File: config.mk
export PLATFORM = sky130hd
export DESIGN_NAME = if_stage_ctrl
export DESIGN_NICKNAME = d
export VERILOG_FILES = /design/src/rtl/if_pkg.sv /design/src/rtl/if_perf_counter.sv /design/src/rtl/if_stage_ctrl.sv
export SDC_FILE = /design/constraint.sdc
export NUM_CORES = 1
export LEC_CHECK = 0
export ABC_AREA = 1
export BUFFER_PORTS_ARGS = -buffer_cell sky130_fd_sc_hd__buf_4
export CORE_UTILIZATION = 51
export DETAILED_ROUTE_END_ITERATION = 10
export PLACE_DENSITY_LB_ADDON = 0.05
export SYNTH_ARGS = -nofsm -noshare
export SYNTH_HDL_FRONTEND = slang
export SYNTH_SLANG_ARGS = --single-unit
File: constraint.sdc
create_clock -name Clk -period 2.1 [get_ports Clk]
set_input_delay 0.42 -clock Clk [delete_from_list [all_inputs] [get_ports Clk]]
set_output_delay 0.42 -clock Clk [all_outputs]
set_load 0.005 [all_outputs]
File: src/rtl/if_pkg.sv
// if_pkg: shared constants and FSM encoding for the instruction-fetch stage controller.
package if_pkg;
    localparam logic [31:0] NOP_INSTR = 32'h0000_0000;
    localparam logic [31:0] PC_INC    = 32'd4;
    typedef enum logic {RUN = 1'b0, PEND = 1'b1} if_state_t;
endpackage

File: src/rtl/if_perf_counter.sv
// if_perf_counter: 32-bit wrapping enable counter with asynchronous active-low reset.
module if_perf_counter (
    input  logic        clk,
    input  logic        rst_n,
    input  logic        en,
    output logic [31:0] count
);
    always_ff @(posedge clk or negedge rst_n) begin
        if (!rst_n) count <= '0;
        else if (en) count <= count + 32'd1;
    end
endmodule

File: src/rtl/if_stage_ctrl.sv
// if_stage_ctrl: PC, IF/ID register, parked-redirect FSM and stall watchdog.
// Define IF_PERF_CNT_EN to build the stall/flush performance counters.
module if_stage_ctrl
    import if_pkg::*;
#(
    parameter logic [31:0] RESET_PC  = 32'h0000_0000,
    parameter int          MAX_STALL = 7
) (
    input  logic        Clk,
    input  logic        Rst_n,
    input  logic        PCWrite,
    input  logic        IFID_Write,
    input  logic        IF_Flush,
    input  logic        Redirect_Valid,
    input  logic [31:0] Redirect_PC,
    input  logic [31:0] Instr_In,
    output logic [31:0] PC_Out,
    output logic [31:0] IFID_Instr,
    output logic [31:0] IFID_PCPlus4,
    output logic        IFID_Valid,
    output logic        Redirect_Pending,
    output logic        Stall_Timeout,
    output logic [31:0] Stall_Cycles,
    output logic [31:0] Flush_Cycles
);
    localparam logic [3:0] WD_MAX = 4'(MAX_STALL);

    if_state_t   state, state_next;
    logic [31:0] pend_pc, pend_next, pc_next, redir_pc;
    logic [3:0]  wd, wd_next;

    assign redir_pc = Redirect_PC & ~32'h3;

    // The youngest redirect always wins; a parked one only matters if nothing newer arrives.
    always_comb begin
        state_next = state;
        pend_next  = pend_pc;
        pc_next    = PC_Out;
        if (PCWrite) begin
            pc_next    = Redirect_Valid ? redir_pc : (state == PEND ? pend_pc : PC_Out + PC_INC);
            state_next = RUN;
        end else if (Redirect_Valid) begin
            pend_next  = redir_pc;
            state_next = PEND;
        end
    end

    assign wd_next = PCWrite ? 4'd0 : (wd == WD_MAX ? wd : wd + 4'd1);

    always_ff @(posedge Clk or negedge Rst_n) begin
        if (!Rst_n) begin
            state         <= RUN;
            pend_pc       <= '0;
            PC_Out        <= RESET_PC;
            wd            <= '0;
            Stall_Timeout <= 1'b0;
        end else begin
            state         <= state_next;
            pend_pc       <= pend_next;
            PC_Out        <= pc_next;
            wd            <= wd_next;
            Stall_Timeout <= Stall_Timeout | (wd_next == WD_MAX);
        end
    end

    // Flush squashes the instruction but keeps the PC+4 of the slot.
    always_ff @(posedge Clk or negedge Rst_n) begin
        if (!Rst_n) begin
            IFID_Instr   <= '0;
            IFID_PCPlus4 <= '0;
            IFID_Valid   <= 1'b0;
        end else if (IF_Flush) begin
            IFID_Instr <= NOP_INSTR;
            IFID_Valid <= 1'b0;
        end else if (IFID_Write) begin
            IFID_Instr   <= Instr_In;
            IFID_PCPlus4 <= PC_Out + PC_INC;
            IFID_Valid   <= 1'b1;
        end
    end

    assign Redirect_Pending = (state == PEND);

`ifdef IF_PERF_CNT_EN
    if_perf_counter u_stall_cnt (.clk(Clk), .rst_n(Rst_n), .en(!PCWrite), .count(Stall_Cycles));
    if_perf_counter u_flush_cnt (.clk(Clk), .rst_n(Rst_n), .en(IF_Flush), .count(Flush_Cycles));
`else
    assign Stall_Cycles = '0;
    assign Flush_Cycles = '0;
`endif
endmodule

==> out/metrics.csv, run 1 <==
metric,value,unit
area_growth,25.8,%
io_buffers,162,
switching_share,0.274,
numClockSinks,129,
grt_max_degree,82,
p_comb_frac,0.192,
routed_via_density,4.97,
ys_seq_area_frac,0.470,
endpoint_kind,flip-flop,
initial_core_util,0.521,
powerDensity,865,nW/um2
drcViolationCount,1,
peakVddDrop,0.511,mV
ant_nets,0,
synth_seq_cells,129,
syn_inst,842,
synth_area,6870,um2
insertion_delay,0.41,ns
place_ws,0.247,ns
path_clk_slew,0.05,ns
grt_pass1_wl,28900,um
max-clock-path-buffers,2,
power.switching,0.00205,W
coreArea,13200,um2
instances_no_fill,1191,
htree_levels,4,
yosys_warnings,0,
worst_clock_skew,0.00964,ns
finalSetupTns,0,ns
syn_avg_cell_area,8.16,um2
routed_wl,17500,um
grt-ovfl-total,0,
globalplace.congestion,0.878,
final-hold-violation-count,0,
ios,233,
nFillCells,1221,
die_area,13900,um2
clockPowerShare,0.395,
hold_class,in -> reg,
slew_viol_final,0,
dp_hpwl,12800,um
worstSetupStartpointType,flip-flop,
arrival,2.20,ns
drt-pass1-iter-count,8,
status,"finished, violations left",
cp_data_required_time,2.40,ns
cts_inserted_buffers,17,
setup_violations,0,
avgRoutedWirePerCell,14.7,um
violations,design-rule violations,
placed_cell_area,8030,um2
die_h,118,um
final_util,0.655,
vias,5920,
maxCapViolCount,0,
nNetsFinal,1074,
rows,42,
crit_type,reg -> reg,
dp.cells,1158,
critPathLaunch,PC_Out[2]$_DFFE_PN0P_,
grt_pass1_vias,5487,
synth_cell_types,33,
fp.dieW,118,um
grt_use_total,0.265,
period_share,0.907,
leakagePower,4.44,nW
drt_iter0_drc,373,
drive_gt1_frac,0.261,
worstPathMaxFanout,8,
finalWorstSetupSlack,0.196,ns
cts_tree,built,
hold_start,Instr_In[11],
rsz0062_at_grt,false,
clock.fmax,525,MHz
antenna_found_initial,0,
final_area,8640,um2
period_needed,1.90,ns
p_seq_frac,0.412,
cts.repair.resized,0,
r2r_start,PC_Out[2]$_DFFE_PN0P_,
p_int,0.00542,W
cts-root-buf,clkbuf_16,
diodes,0,
placed cells by master, fill, tap and decap left out:
cell / Yosys / routed
nand3_1: 66 / 66
nand2_2: 6 / 6
clkbuf_8: 0 / 6
inv_1: 44 / 44
a21oi_2: 3 / 3
nand2_4: 2 / 2
clkbuf_16: 0 / 17
nand3b_2: 1 / 1
bufinv_16: 0 / 2
mux2_2: 26 / 26
clkbuf_1: 20 / 5
o211ai_1: 3 / 3
o21ai_0: 25 / 25
nor2_4: 5 / 6
buf_4: 69 / 176
nor2_1: 113 / 112
clkinv_1: 1 / 1
dlygate4sd3_1: 0 / 1
dfrtp_1: 129 / 129
nand2_1: 208 / 208
inv_2: 2 / 2
and2_1: 1 / 1
nor2_2: 9 / 9
a22oi_1: 9 / 9
o22ai_1: 1 / 1
a31oi_1: 21 / 21
clkinv_2: 0 / 2
nand3_2: 2 / 2
buf_12: 0 / 2
a31o_2: 2 / 2
xnor2_1: 3 / 3
xor2_1: 6 / 6
conb_1: 1 / 68
nor2_8: 1 / 1
ha_1: 2 / 2
a21oi_1: 45 / 45
cell families after synthesis:
logic type / share of synthesized area
simple gates: 0.257
buf+inv: 0.124
flops: 0.470
compound gates: 0.0905
mux: 0.0426
xor+xnor: 0.0115
fa+ha+maj: 0.00364
other cells: 0.000546
cells in the mapped netlist:
cell type / instances / area share
nand2_1: 208 / 0.11
xor2_1: 6 / 0.0077
o211ai_1: 3 / 0.0033
a31oi_1: 21 / 0.019
nand3_2: 2 / 0.0029
buf_6: 2 / 0.0033
buf_4: 69 / 0.075
a21oi_2: 3 / 0.0038
clkbuf_1: 20 / 0.011
nor2_8: 1 / 0.0029
inv_1: 44 / 0.024
inv_2: 2 / 0.0011
and2_1: 1 / 0.00091
buf_1: 7 / 0.0038
mux2_2: 26 / 0.043
buf_2: 7 / 0.0051
nand2_2: 6 / 0.0055
nor2_1: 113 / 0.062
conb_1: 1 / 0.00055
ha_1: 2 / 0.0036
clkinv_1: 1 / 0.00055
xnor2_1: 3 / 0.0038
o22ai_1: 1 / 0.00091
nand3b_2: 1 / 0.0016
nand3_1: 66 / 0.048
nor2_4: 5 / 0.0082
a31o_2: 2 / 0.0026
nor2_2: 9 / 0.0082
a22oi_1: 9 / 0.0098
a21oi_1: 45 / 0.033
o21ai_0: 25 / 0.018
dfrtp_1: 129 / 0.47
nand2_4: 2 / 0.0033
power groups by stage:
stage | registers, W | logic (W) | clock network, W
finish | 0.00308 | 0.00144 | 0.00295
floorplan | 0.00306 | 0.000806 | 0
CTS | 0.00308 | 0.00144 | 0.00300
global placement | 0.00311 | 0.00143 | 0
global route | 0.00312 | 0.00161 | 0.00312
detailed placement | 0.00312 | 0.00144 | 0
registers in the layout, indices dropped and copies added, names as in the netlist:
name	flops
Redirect_Pending	1
IFID_PCPlus4	30
PC_Out	30
wd	4
pend_pc	30
IFID_Instr	32
Stall_Timeout	1
IFID_Valid	1
final timing paths:
path	to	slack (ns)	cells past startpoint
worst max-delay path	PC_Out[20]$_DFFE_PN0P_	0.20	10
worst min-delay path	IFID_Instr[11]$_DFFE_PN0P_	0.21	3
worst max register to register	PC_Out[20]$_DFFE_PN0P_	0.20	10
worst min register to register	Stall_Timeout$_DFF_PN0_	0.48	1
max in group asynchronous	IFID_PCPlus4[29]$_DFFE_PN0P_	1.12	3
min in group asynchronous	IFID_Instr[21]$_DFFE_PN0P_	0.35	2
layer usage:
| layer | wire length, um | GRT usage | share of wire |
|---|---|---|---|
| met5 | 0 | 0 | 0 |
| met4 | 202 | 0.0873 | 0.012 |
| met3 | 1150 | 0.0514 | 0.066 |
| met2 | 7760 | 0.380 | 0.44 |
| met1 | 8360 | 0.400 | 0.48 |
repair_timing:
action,in CTS,in global routing
endpoints found under the setup margin,0,0
setup buffers,0,0
hold buffers,1,0
endpoints found under the hold margin,1,0
layout make-up:
cell class | count | area (um2) | share of cell area
flip-flops and latches | 129 | 3230 | 0.374
multi-input cells | 628 | 3050 | 0.353
repair buffers | 179 | 1370 | 0.159
clock buffers | 28 | 527 | 0.0610
well taps | 176 | 220 | 0.0255
inverters | 47 | 176 | 0.0204
clock inverters | 4 | 70.1 | 0.00811
metrics by stage:
stage                     hold WS, ns  power [W]
after floorplan                 0.124    0.00387
after global placement          0.227    0.00454
after detailed placement        0.227    0.00455
after CTS                       0.193    0.00752
after global routing            0.211    0.00785
final                           0.207    0.00747
critical path, cell delays in order (launching register included):
cell     delay, ns
dfrtp_1       0.48
ha_1          0.24
nand2_2       0.08
nor2_4        0.21
nand2_4       0.16
nor2_8        0.15
nand2_1       0.06
nand2_1       0.07
nand3_1       0.14
nand2_1       0.13
a21oi_2       0.05
(Power assumes the default switching activity.)
==> run 2, diff against run 1 <==
Settings changed: CELL_PAD_IN_SITES_DETAIL_PLACEMENT set to 1, CELL_PAD_IN_SITES_GLOBAL_PLACEMENT set to 1, CORE_UTILIZATION 51 to 37.
==> run 2 against run 1 <==
The run ends with design-rule violations, negative hold slack left. Non-clock buffer count rose by 3. Combinational power rose by 4%. Hold slack got worse by 0.22 ns. Cell count rose by 4.7%. Power rose by 6.4%. Clock power rose by 14%. Flip-flop and latch count did not move. Register-to-register slack improved by 0.09 ns. First-iteration DRC count fell by 3.2%. Global-route usage fell by 3.9 points. Die area rose by 37%. Fmax rose by 4.7%. Largest power group is now the clock network.
==> out/metrics.csv, run 2 (synthesized netlist as in run 1, its figures left out) <==
metric,value,unit
worstPathMaxFanout,5,
antenna_found_initial,1,
dp_hpwl,15500,um
hold-worst-slack,-0.0131,ns
grt-ovfl-total,0,
max_stage_delay,0.42,ns
ant_nets,0,
regMostFlops,IFID_Instr,
instances_no_fill,1247,
maxCapViolCount,0,
rows,49,
critical_path.cell_chain,ha_1 > nand2_2 > nor2_4 > nand2_2 > nor2_4 > nand2_1 > nand2_1 > nand3_1 > nand2_1 > a21oi_1,
rsz0062_at_grt,false,
grt_pass1_wl,33600,um
ios,233,
violations,"design-rule violations, negative hold slack",
drcViolationCount,50,
clock.fmax,550,MHz
dp.cells,1215,
nFillCells,2229,
area_growth,28.5,%
cpLargestDelayFamily,simple AND/OR/NAND/NOR gates,
path_clk_slew,0.06,ns
m1WireLength,9930,um
ctsHoldBuffers,0,
cts.repair.resized,0,
numClockSinks,129,
cts_tree,built,
crit_type,reg -> reg,
arrival,2.12,ns
status,"finished, violations left",
coreArea,18100,um2
wl_met2,9470,um
period_share,0.866,
die_area,19100,um2
drt-pass1-iter-count,8,
finalSetupTns,0,ns
final_cell_mix,"nand2_1 (208), buf_4 (178), dfrtp_1 (129)",
peakVddDrop,0.606,mV
drive_gt1_frac,0.268,
routed_via_density,4.82,
top_layer,met5,
hold_class,in -> async,
slew_headroom,0.631,
grt_max_degree,39,
path_buf_inv,0,
fp.dieW,138,um
worst_clock_skew,0.00765,ns
cts-root-buf,clkbuf_16,
setup_violations,0,
io_buffers,162,
worstSetupStartpointType,flip-flop,
reg2reg_slack,0.28,ns
initial_core_util,0.380,
die_h,138,um
nNetsFinal,1077,
slowest_stage,dfrtp_1,
worst_pin_slew,0.554,ns
regArea,3230,um2
fin_total_pwr,0.00795,W
avgRoutedWirePerCell,16.8,um
cts_setup_buffers,0,
cts_inserted_buffers,17,
diodes,0,
leakagePower,4.49,nW
insertion_delay,0.42,ns
slew_viol_final,0,
drt_iter0_drc,361,
met3_length,1280,um
final-hold-violation-count,12,
endpoint_kind,flip-flop,
globalplace.congestion,0.785,
crit_top_cell,nand2_1,
largest_reg_flops,32,
cp_data_required_time,2.40,ns
grt_use_total,0.226,
htree_levels,4,
max-clock-path-buffers,2,
layout_commonest_cell,nand2_1,
powerDensity,900,nW/um2
multiInputGateArea,3050,um2
vias,6008,
period_needed,1.82,ns
routed_wl,20900,um
grt_pass1_vias,6033,
==> run 2: final timing paths <==
path	from	to	depth (start not counted)
min reg2reg	IFID_PCPlus4[3]$_DFFE_PN0P_	IFID_PCPlus4[3]$_DFFE_PN0P_	2
max in group asynchronous	Rst_n	wd[1]$_DFF_PN0_	2
max	PC_Out[3]$_DFFE_PN0P_	PC_Out[24]$_DFFE_PN0P_	10
min in group Clk	Instr_In[21]	IFID_Instr[21]$_DFFE_PN0P_	3
min	Rst_n	IFID_Instr[17]$_DFFE_PN0P_	1
max reg2reg	PC_Out[3]$_DFFE_PN0P_	PC_Out[24]$_DFFE_PN0P_	10
==> run 2: through the flow <==
step	utilization	area [um2]	setup WS, ns
global placement	0.451	8150	0.326
floorplan	-	7120	0.598
CTS	0.488	8830	0.255
global route	0.488	8830	0.145
finish	0.488	8830	0.281
detailed placement	0.451	8150	0.273
==> run 2: layout make-up <==
class / count / area share
Clock buffer: 23 / 0.0564
Sequential cell: 129 / 0.366
Timing Repair Buffer: 182 / 0.160
Clock inverter: 9 / 0.0198
Multi-Input combinational cell: 628 / 0.345
Tap cell: 229 / 0.0325
Inverter: 47 / 0.0200
==> run 2: metal layers <==
metal  global-route usage  vias up
met5                    0        -
met4               0.0538        2
met3               0.0499       17
met2                0.349      183
met1                0.323     2890
li1                     -     2916
==> run 2: power breakdown <==
group / total, W / internal, W / leakage, nW / switching (W)
logic: 0.00150 / 0.000700 / 2.62 / 0.000795
registers: 0.00308 / 0.00280 / 1.55 / 0.000281
clock network: 0.00337 / 0.00226 / 0.325 / 0.00111
